### src/rtl/fp_expand.sv
// Compact FP word (sign, exponent, significand) to two's-complement linear value.
// Iterative shifter: one left shift per clock, valid/ready on both sides.
module fp_expand #(
  parameter int E_W = 3,
  parameter int M_W = 4,
  parameter int D_W = 12
) (
  input  logic           clk,
  input  logic           rst_n,
  input  logic           in_valid,
  output logic           in_ready,
  input  logic           sign,
  input  logic [E_W-1:0] exp,
  input  logic [M_W-1:0] significand,
  output logic           out_valid,
  input  logic           out_ready,
  output logic [D_W-1:0] d_out,
  output logic           busy
);

  typedef enum logic [1:0] {
    IDLE,
    SHIFT,
    SIGN,
    DONE
  } state_e;

  state_e         state_q, state_d;
  logic [D_W-1:0] mag_q, mag_d;
  logic [E_W-1:0] cnt_q, cnt_d;
  logic           sgn_q, sgn_d;
  logic [D_W-1:0] dout_q, dout_d;
  logic           in_ready_q, in_ready_d;
  logic           out_valid_q, out_valid_d;
  logic           busy_q, busy_d;

  always_comb begin
    state_d = state_q;
    mag_d   = mag_q;
    cnt_d   = cnt_q;
    sgn_d   = sgn_q;
    dout_d  = dout_q;
    case (state_q)
      IDLE: begin
        if (in_valid && in_ready_q) begin
          mag_d   = D_W'(significand);
          cnt_d   = exp;
          sgn_d   = sign;
          state_d = SHIFT;
        end
      end
      SHIFT: begin
        if (cnt_q != '0) begin
          mag_d = mag_q << 1;
          cnt_d = cnt_q - E_W'(1);
        end else begin
          state_d = SIGN;
        end
      end
      SIGN: begin
        dout_d  = sgn_q ? (~mag_q + D_W'(1)) : mag_q;
        state_d = DONE;
      end
      DONE: begin
        if (out_ready) state_d = IDLE;
      end
      default: state_d = IDLE;
    endcase
    // Handshake flags follow the next state so they are registered.
    in_ready_d  = (state_d == IDLE);
    out_valid_d = (state_d == DONE);
    busy_d      = (state_d != IDLE);
  end

  always_ff @(posedge clk) begin
    if (!rst_n) begin
      state_q     <= IDLE;
      mag_q       <= '0;
      cnt_q       <= '0;
      sgn_q       <= 1'b0;
      dout_q      <= '0;
      in_ready_q  <= 1'b1;
      out_valid_q <= 1'b0;
      busy_q      <= 1'b0;
    end else begin
      state_q     <= state_d;
      mag_q       <= mag_d;
      cnt_q       <= cnt_d;
      sgn_q       <= sgn_d;
      dout_q      <= dout_d;
      in_ready_q  <= in_ready_d;
      out_valid_q <= out_valid_d;
      busy_q      <= busy_d;
    end
  end

  assign in_ready  = in_ready_q;
  assign out_valid = out_valid_q;
  assign busy      = busy_q;
  assign d_out     = dout_q;

endmodule

### config.mk
export PLATFORM = sky130hd
export DESIGN_NAME = fp_expand
export DESIGN_NICKNAME = d
export VERILOG_FILES = /design/src/rtl/fp_expand.sv
export SDC_FILE = /design/constraint.sdc
export NUM_CORES = 1
export LEC_CHECK = 0
export BUFFER_PORTS_ARGS = -buffer_cell sky130_fd_sc_hd__buf_2
export CORE_AREA = 10 10 71 61
export DETAILED_ROUTE_END_ITERATION = 6
export DIE_AREA = 0 0 81 71
export PLACE_DENSITY = 0.79
export SLEW_MARGIN = 20
export SYNTH_ARGS = -nofsm -noshare
export SYNTH_HDL_FRONTEND = slang
export SYNTH_SLANG_ARGS = --single-unit
### constraint.sdc
create_clock -name clk -period 2.85 [get_ports clk]
set_clock_uncertainty 0.1 [all_clocks]
set_input_delay 0.1425 -clock clk [delete_from_list [all_inputs] [get_ports clk]]
set_output_delay 0.1425 -clock clk [all_outputs]
set_load 0.05 [all_outputs]
Word level (Yosys, flattened, before mapping)
Index checks and enable logic that the tools add are counted.
W data, S select, Z words.
- logic and storage cells: 36
- bits of input ports: 12
- memories kept: 0
- bits in writable memories: 0
- ROM bits: 0
- flip-flop bits (word level): 33
- bits in latches: 0
- add/sub/neg operators: 2
- divide/modulo/power cells: 0
- muxes and demuxes: 11
- shifts and indexed selects: 0
- multiply operators: 0
- order comparisons: 0
- reductions and logical operators: 8
- bitwise gates (word level): 1
- equal/unequal tests: 6
- operator list (cell ; number):
    $mux W12 ; 3
    $pmux W12 S2 ; 1
    $add A12 B1 Y12 const B ; 1
    $not A12 Y12 ; 1
    $pmux W2 S4 ; 1
    $eq A2 B2 Y1 const B ; 3
    $mux W2 ; 3
    $mux W3 ; 2
    $pmux W3 S2 ; 1
    $logic_not A2 Y1 ; 2
    $ne A2 B2 Y1 const B ; 2
    $reduce_bool A2 Y1 ; 2
    $reduce_and A3 Y1 ; 1
    $reduce_bool A3 Y1 ; 1
    $sub A3 B1 Y3 const B ; 1
    $eq A2 B1 Y1 const B ; 1
    $reduce_and A2 Y1 ; 1
    $logic_and A1 B1 Y1 ; 1

Longest topological paths before layout
Gate-level depths: netlist (run 1).
- depth in word-level cells: 4
- depth in mapped cells: 9
- depth with buffers taken out: 6

Worst setup path before layout (run 1)
OpenSTA, ideal clock, no wires.
- path type: register to register
- start: register in_ready_q (netlist: in_ready)
- end: register mag_q[11]
- cell stages (with the launch flop): 6
- setup slack: 1.042 ns
- path buffers: 1
- data arrival time: 1.637 ns
- period minus slack after synthesis: 1.808 ns
- cells stage by stage: dfxtp_1 and2_1 mux2i_2 buf_6 or4_1 a21oi_1
- word-level cells in the longest chain between the ends: 3
- ends and longest elaborated chain (item ; line ; source):
    from (decl) ; 33 ; logic in_ready_q, in_ready_d;
    from (signal assigned) ; 91 ; in_ready_q <= in_ready_d;
    $logic_and A1 B1 Y1 ; 45 ; if (in_valid && in_ready_q) begin
    $ne A2 B2 Y1 (no line) ; n/a ;
    $reduce_and A3 Y1 (no line) ; n/a ;
    to (signal assigned) ; 87 ; mag_q <= mag_d;
    to (decl) ; 29 ; logic [D_W-1:0] mag_q, mag_d;
Every way passes these cells.
A chain may end at the register's enable or synchronous reset.

Worst setup path after layout (run 1)
- start: register cnt_q[0]
- end: register mag_q[1]
- word-level cells in the longest chain between the ends: 3
- ends and longest elaborated chain (item ; line ; source):
    from (decl) ; 30 ; logic [E_W-1:0] cnt_q, cnt_d;
    from (signal assigned) ; 88 ; cnt_q <= cnt_d;
    $reduce_bool A3 Y1 ; 53 ; if (cnt_q != '0) begin
    $ne A2 B2 Y1 (no line) ; n/a ;
    $reduce_and A3 Y1 (no line) ; n/a ;
Every way passes these cells.

==> metrics, run 1 <==
status finished, violations left; failing checks negative hold slack; Non-Filler Instances 251; ratio of cells with drive above 1 in the final layout 0.199; Critical Path AT 2.25 ns; Setup WS post-layout 0.637 ns; GRT Util Overall 0.142; register bit total from synthesis 33; overall power 1.65 mW; Final period util 0.777; DIE AREA 5750 um^2; Final Util 0.626; Placed Instances 244; Final Hold Vio Count 1; slew at the pin with the worst max-slew slack about 0.82 ns; hold slack -0.00274 ns; pin count of the biggest net entering global routing 23; Clock Tree Root clkbuf_8; Rel. slew slack 0.442; Post-synth EDFFs 0; # diodes 0; Post-DP HPWL around 2800 um; Via-to-Cell Ratio 5.92; Yosys cell types 49; via count 1485; Worst setup SP type flop; routing usage on met1 0.169; Post-Syn Area about 1700 um^2; WL final between 3000 and 4000 um; f_max 0.452 GHz; Placeable Area about 3000 um^2; slowest stage delay, CP 0.72 ns; sequential cell area fraction in the yosys report 0.397; critical path fanouts, max 20; final-stage net count 226; worst path required time 2.88 ns; Num CTS Buffers 5; met3 usage 0.0467; post-CTS resize count 0; Placement Cell Area 1770 um^2; Setup Buffers After CTS 0; total global routing overflow 0; Critical Path End Type flop; synthesized instance count 192; WL/cell 15.7 um; Die X slightly above 80 um; initial antenna violation count 0; min Tclk post-route 2.21 ns; CTS Buffer Depth 2; TNS Setup 0 ns; # IOs 27; met2 Track Usage GR 0.230; P_leak 0.702 nW; Clock Pin Slew Worst Setup and Hold Paths 0.06 ns; Warnings, synthesis 0; I/O Buffers 26; synth-to-layout area growth 11.7%; Final Max Tran Viols 0; Hold/Removal Path Class in2reg; worst skew pair latency 0.28 ns; CP top delay family multiplexers; max-cap check violation count 0; CTS tree yes; Die H 71 um; first-pass GRT wire length 6680 um; Post-route DRC 0; row count 18; gpl congestion 0.801; Peak VDD IR between 0.0004 and 0.0005 V; gr busiest metal met2; ys flop type dfxtp_1; Placement Setup Slack approximately 0.68 ns; CP bufs+invs 1; DRT Pass-1 Iters 4; post-route design area 1860 um^2; Crit Path Category reg2reg; CP max stage cell mux2i_2; final setup fails 0; worst-path cell chain inv_1 > ha_1 > nand2b_1 > mux2i_2 > or2_0 > a211oi_1; syn nets 207; Antenna Nets Post-Route 0; DR iter-0 viols 140; pwr/cell area about 900 nW/um^2; asr flop ratio synth 0; vias in the first global route 1545; RSZ-0062 raised after global routing no; Post-CTS Hold Fix Bufs 0; syn_area_per_cell 8.67 um^2; Starting Density 0.560; CTS H-tree lvls 2; # clock sinks 33
-- path summary, 6_finish.rpt --
check / endpoint / cells after the start / start / slack, ns
setup / recovery: mag_q[1] / 6 / cnt_q[0] / 0.64
hold / removal: sgn_q / 3 / sign / -0.003
hold reg to reg: d_out[8] / 2 / d_out[8] / 0.38
setup reg to reg: mag_q[1] / 6 / cnt_q[0] / 0.64
-- layout by cell type, fill, tap and decap left out, drive strengths merged, types with 2 or more instances in the layout --
cell type / instances
mux2i: 3
nor2: 15
o311a: 2
or4: 3
nand3: 6
xor2: 4
nand2: 6
inv: 10
xnor2: 2
a2111o: 2
buf: 28
and3: 2
and2: 2
nor3b: 2
or3: 2
nand2b: 3
nor3: 2
dfxtp: 33
nand4b: 6
a31oi: 2
clkbuf: 7
o21ai: 21
a21oi: 18
a211oi: 5
o31ai: 4
nor2b: 2
a2111oi: 3
ha: 3
-- routing by layer --
| metal | vias up | wire (um) |
|---|---|---|
| met3 | 8 | 265 |
| met4 | 0 | 56 |
| met2 | 42 | 1770 |
| li1 | 741 | - |
| met1 | 694 | 1850 |
| met5 | - | 0 |
-- cells by family (layout without fill, tap and decap cells) --
| family | Yosys count | count (layout) | synth area share |
|---|---|---|---|
| AOI/OAI and AO/OA | 65 | 65 | 0.253 |
| buffers and inverters | 26 | 45 | 0.0744 |
| adders and majority gates | 3 | 3 | 0.0225 |
| DFF | 33 | 33 | 0.397 |
| xor gates and xnor gates | 6 | 6 | 0.0316 |
| muxes | 3 | 3 | 0.0203 |
| and+or+nand+nor | 56 | 56 | 0.201 |
-- synthesized netlist by cell type (4+ instances only) --
master	instances	area share
xor2_1	4	0.021
a211oi_1	5	0.023
buf_2	5	0.015
nor2_1	14	0.032
nand3_1	6	0.018
dfxtp_1	33	0.40
nand4b_1	6	0.032
inv_1	10	0.023
o21ai_0	20	0.060
a21oi_1	18	0.054
o31ai_1	4	0.018
nand2_1	6	0.014
clkbuf_1	7	0.016
-- worst min-delay path: stages --
cell	delay (ns)
buf_2	0.08
mux2i_1	0.05
nor2_1	0.07
-- final cells by class --
cell class              instances  area [um^2]
repair buffers                 28          145
inverters                      10         37.5
flip-flops and latches         33          661
well taps                      40         50.0
fillers                       264         1110
multi-input cells             133          881
clock buffers                   7         86.3
-- flip-flops by register name, summed over array words and instances (netlist names) --
register,flops
d_out,12
mag_q,12
cnt_q,3
state_q,2
busy,1
in_ready,1
out_valid,1
sgn_q,1
-- power by group --
part / switching, mW / leakage (nW) / internal (mW)
Sequential: 0.0753 / 0.269 / 0.541
Clock: 0.161 / 0.0443 / 0.191
Combinational: 0.450 / 0.389 / 0.226
Note: power is estimated with default switching activity, not from simulation.
==> run 2, diff against run 1 <==
--- a/config.mk
+++ b/config.mk
@@ -6,10 +6,10 @@
 export NUM_CORES = 1
 export LEC_CHECK = 0
 export BUFFER_PORTS_ARGS = -buffer_cell sky130_fd_sc_hd__buf_2
-export CORE_AREA = 10 10 71 61
+export CORE_AREA = 10 10 76 65
 export DETAILED_ROUTE_END_ITERATION = 6
-export DIE_AREA = 0 0 81 71
-export PLACE_DENSITY = 0.79
+export DIE_AREA = 0 0 86 75
+export PLACE_DENSITY = 0.72
 export SLEW_MARGIN = 20
 export SYNTH_ARGS = -nofsm -noshare
 export SYNTH_HDL_FRONTEND = slang
==> constraint.sdc (replaced) <==
create_clock -name clk -period 1.81 [get_ports clk]
set_clock_uncertainty 0.1 [all_clocks]
set_input_delay 0.0905 -clock clk [delete_from_list [all_inputs] [get_ports clk]]
set_output_delay 0.0905 -clock clk [all_outputs]
set_load 0.05 [all_outputs]
==> run 2 against run 1 <==
The run ends with negative setup slack left. Register-to-register slack got worse by 0.66 ns. Worst hold slack improved by 0.042 ns. Die area rose by 12%. Critical endpoint is now d_out[8]. Critical path depth did not move. Maximum frequency rose by 21%. Non-clock buffer count rose by 16. Utilization fell by 3.3 points.
==> metrics, run 2 (synthesis results as in run 1) <==
P_leak between 0.7 and 0.8 nW; TNS Setup -0.0263 ns; via count 1535; Num CTS Buffers 5; routed wl met3 342 um; status finished, violations left; Critical Path AT 1.91 ns; DR iter-0 viols just under 90; initial antenna violation count 0; GRT Util Overall 0.132; CTS Buffer Depth 2; I/O Buffers 26; Die H 75 um; synth-to-layout area growth 21.1%; CP top delay family simple AND/OR/NAND/NOR gates; Worst setup SP type flop; min Tclk post-route 1.84 ns; Hold/Removal Path Class in2reg; slowest stage delay, CP 0.49 ns; final-stage net count 242; max-cap check violation count 0; failing checks negative setup slack; post-route design area 2020 um^2; Crit Path Category reg2reg; worst path required time 1.88 ns; total global routing overflow 0; Final Max Tran Viols 0; met1 wire length 1860 um; slew at the pin with the worst max-slew slack just over 0.5 ns; row count 19; Setup WS post-layout -0.0263 ns; Placeable Area 3400 um^2; Via-to-Cell Ratio about 5.7; f_max 0.545 GHz; DIE AREA 6450 um^2; Post-DP HPWL 2810 um; gpl congestion 0.799; most frequent cells in the layout dfxtp_1, buf_2, o21ai_0, a21oi_1, buf_4; Clock Tree Root clkbuf_8; most common cell after layout, fill and taps aside dfxtp_1; CP max stage cell or4b_4; Peak VDD IR about 0.00066 V; RSZ-0062 raised after global routing yes; worst skew pair latency between 0.2 and 0.3 ns; WL final 4010 um; Final period util 1.01; Die X between 80 and 90 um; metal2 WL 1750 um; critical path fanouts, max 6; # IOs 27; pwr/cell area 1360 nW/um^2; Starting Density 0.490; worst-path cell chain inv_1 > ha_2 > or4b_4 > o41ai_4 > xor2_1 > o21ai_1; highest routed layer met4; final setup fails 1; Placement Cell Area around 1900 um^2; CTS tree yes; Critical Path End Type flop; pin count of the biggest net entering global routing 26; ratio of cells with drive above 1 in the final layout 0.273; Post-route DRC 0; Antenna Nets Post-Route 0; # clock sinks 33; CTS H-tree lvls 2; WL/cell ~15 um; CP bufs+invs 1; vias in the first global route 1479; Final Hold Vio Count 0; # diodes 0; Rel. slew slack 0.664; first-pass GRT wire length 6840 um; DRT Pass-1 Iters 4; Clock Pin Slew Worst Setup and Hold Paths 0.06 ns
-- run 2: cell count changes in the layout (fill, tap and decap cells not counted), sizes merged --
cell	before	now
buf	28	42
dlygate4sd3	0	2
-- run 2: per-layer routing --
layer	up-vias	track usage
li1	770	-
met1	708	0.157
met2	50	0.205
met3	7	0.0507
met4	0	0.0620
met5	-	0
-- run 2: report_power, final --
group          total [mW]  switching, mW  internal (mW)  leakage [nW]
Clock               0.555          0.254          0.301        0.0443
Combinational        1.26          0.780          0.480         0.473
Sequential          0.930         0.0772          0.853         0.269
Total                2.75           1.11           1.63         0.786
-- run 2: stage by stage --
stage	worst slack (ns)	utilization	power, mW	hold WS (ns)	std cells
floorplan	0.00240	-	1.86	0.131	192
global placement	0.0808	0.554	2.15	0.228	260
global route	-0.134	0.593	2.95	0.0455	269
CTS	0.0242	0.585	2.73	0.0372	269
detailed placement	0.0309	0.554	2.17	0.242	260
finish	-0.0263	0.593	2.75	0.0394	269
-- run 2: tightest hold or removal path, stage by stage --
cell and delay, ns:
buf_2 0.10, a21oi_1 0.12, o31ai_1 0.07
-- run 2: worst paths after layout --
check / startpoint / to / slack, ns / cells after the start
setup reg to reg: mag_q[0] / d_out[8] / -0.03 / 6
hold reg to reg: d_out[0] / d_out[0] / 0.35 / 2
setup / recovery: mag_q[0] / d_out[8] / -0.03 / 6
hold / removal: exp[2] / cnt_q[2] / 0.04 / 3
-- run 2: area by class of cell --
cell class | instances | area [um^2]
clock buffers | 7 | 86.3
fillers | 333 | 1380
inverters | 10 | 37.5
multi-input cells | 133 | 908
flip-flops and latches | 33 | 662
well taps | 42 | 52.6
repair buffers | 44 | 270
-- run 2: repair_timing --
| item | in CTS | in global routing |
|---|---|---|
| endpoints found under the hold margin | 2 | 0 |
| buffers inserted | 0 | 0 |
| hold buffers | 2 | 0 |
| gates resized for setup | 0 | 9 |
| setup endpoints to repair | 0 | 5 |
==> run 3, diff against run 2 <==
--- a/config.mk
+++ b/config.mk
@@ -6,9 +6,9 @@
 export NUM_CORES = 1
 export LEC_CHECK = 0
 export BUFFER_PORTS_ARGS = -buffer_cell sky130_fd_sc_hd__buf_2
-export CORE_AREA = 10 10 76 65
+export CORE_AREA = 10 10 69 71
 export DETAILED_ROUTE_END_ITERATION = 6
-export DIE_AREA = 0 0 86 75
+export DIE_AREA = 0 0 79 81
 export PLACE_DENSITY = 0.72
 export SLEW_MARGIN = 20
 export SYNTH_ARGS = -nofsm -noshare
==> run 3 against run 2 <==
The run now ends clean. Maximum frequency is 4.5% higher. Sequential share of layout area is 0.12 points higher. Die area is 0.79% lower. Final cell count is 3.3% higher. Utilization is 2.3 points lower. Register-to-register slack better by 0.08 ns. First-iteration DRC count is 11% higher. Worst setup slack better by 0.080 ns. Sequential power is 0.6% higher. Via count is 0.59% higher. Global-route usage is 0.29 points higher. Critical path type unchanged. Critical endpoint unchanged.
==> metrics, run 3 (synthesis results as in run 1) <==
hold worst-path end cnt_q[0]; Psw 1.12 mW; CTS H-tree lvls 2; overall power 2.61 mW; Num CTS Buffers 5; Sw Share 0.428; Crit Reg-Reg Startpoint mag_q[0]; FF-to-FF End d_out[8]; CTS tree yes; P_leak between 0.7 and 0.8 nW; CP bufs+invs 1; HP Start exp[0]; Rel. slew slack 0.727; initial antenna violation count 0; Starting Density 0.473; Flop pwr share 0.358; synth-to-layout area growth 20.7%; Final period util 0.970; CP top delay family simple AND/OR/NAND/NOR gates; internal power 1.49 mW; Final Max Tran Viols 0; Setup Buffers After CTS 0; worst path required time 1.95 ns; DR iter-0 viols 99; Die H 81 um; min Tclk post-route roughly 1.8 ns; Antenna Nets Post-Route 0; Clock Pin Slew Worst Setup and Hold Paths approximately 0.1 ns; Via-to-Cell Ratio 5.55; Peak VDD IR approximately 0.00086 V; final-stage net count 244; f_max 0.569 GHz; Placed Instances 266; DIE AREA around 6400 um^2; DRT Pass-1 Iters 4; total global routing overflow 0; gpl congestion 0.769; status finished, final reports clean; Clock Tree Root clkbuf_4; ratio of cells with drive above 1 in the final layout 0.257; worst reg2reg path depth 6; Critical Path AT 1.90 ns; WL/cell 14.9 um; clock power share 0.152; worst-path cell chain inv_1 > ha_1 > or4b_4 > o41ai_4 > xor2_1 > o21ai_1; final setup fails 0; Die X a little under 80 um; Worst setup SP type flop; WL final 4130 um; Critical Path End Type flop; Register Area 662 um^2; Final Hold Vio Count 0; via count 1544; max-cap check violation count 0; Worst Setup SP mag_q[0]; most common cell after layout, fill and taps aside dfxtp_1; CP max stage cell or4b_4; Post-route DRC 0; slowest stage delay, CP between 0.5 and 0.6 ns; Crit Path Category reg2reg; pwr/cell area around 1300 nW/um^2; Fillers 349; I/O Buffers 26; Post-DP HPWL between 2000 and 3000 um; Placeable Area 3520 um^2; GRT Util Overall 0.134; # IOs 27; Multi-input gate area 911 um^2; most frequent cells in the layout dfxtp_1, buf_2, o21ai_0, a21oi_1, buf_4; first-pass GRT wire length 6910 um; Worst Hold Depth 3; # clock sinks 33; critical path fanouts, max 6; Non-Filler Instances about 280; power share of the combinational group 0.490; # diodes 0; row count 22; slew at the pin with the worst max-slew slack 0.409 ns; register-to-register setup slack 0.05 ns; pin count of the biggest net entering global routing 22; Hold/Removal Path Class in2reg; vias in the first global route 1489; RSZ-0062 raised after global routing yes; CTS Buffer Depth 2; worst skew pair latency 0.34 ns
run 3: cell types whose count changed in the layout (fill, tap and decap cells not counted), moves of 2 or more:
cell           change
clkbuf_8           -6
clkbuf_1           +2
a2111oi_2          +2
a2111oi_0          -2
dlygate4sd3_1      +2
clkbuf_4           +5
run 3: power by group through the flow:
stage,sequential (mW),combinational (mW),clock [mW]
6_report,0.936,1.28,0.397
5_1_grt,0.953,1.41,0.440
4_1_cts,0.936,1.24,0.415
3_5_place_dp,0.950,1.23,0
3_3_place_gp,0.944,1.21,0
2_1_floorplan,1.13,0.733,0
run 3: routing by layer:
layer	track usage	vias up	part of all wire
li1	-	776	-
met1	0.160	723	0.46
met2	0.210	40	0.47
met3	0.0618	5	0.065
met4	0.0484	0	0.010
met5	0	-	0
run 3: worst max-delay path by stage:
| stage | cells past startpoint | end |
|---|---|---|
| final | 6 | d_out[8] |
| after global routing | 6 | d_out[8] |
| after CTS | 6 | d_out[10] |
| after detailed placement | 6 | d_out[10] |
| after global placement | 6 | d_out[8] |
| after floorplan | 5 | mag_q[11] |
run 3: metrics by stage:
| stage | utilization | TNS, ns | instance area, um^2 | setup slack [ns] | hold WS [ns] |
|---|---|---|---|---|---|
| finish | 0.570 | 0 | 2010 | 0.0535 | 0.0200 |
| global route | 0.570 | -0.0873 | 2010 | -0.0366 | 0.0171 |
| CTS | 0.561 | 0 | 1980 | 0.0180 | 0.0115 |
| detailed placement | 0.536 | 0 | 1890 | 0.0293 | 0.243 |
| floorplan | - | 0 | 1670 | 0.00240 | 0.131 |
| global placement | 0.536 | 0 | 1890 | 0.0719 | 0.233 |
run 3: timing repair:
item	4_1_cts	5_1_grt
resized for setup	0	10
hold buffers	4	0
endpoints found under the hold margin	4	0
endpoints found under the setup margin	0	7
run 3: layout make-up:
cell class | count | area share
tap | 48 | 0.0299
multi-input combinational | 133 | 0.453
timing repair buffer | 46 | 0.144
inverter | 10 | 0.0187
sequential | 33 | 0.329
clock buffer | 8 | 0.0243
run 3: worst reg2reg max path, delay by kind of cell (launching register included):
family	cells	cell delay, ns
xor gates and xnor gates	1	0.17
AOI/OAI and AO/OA	2	0.31
and+or+nand+nor	1	0.51
DFF	1	0.36
buffers and inverters	1	0.07
adders and majority gates	1	0.15
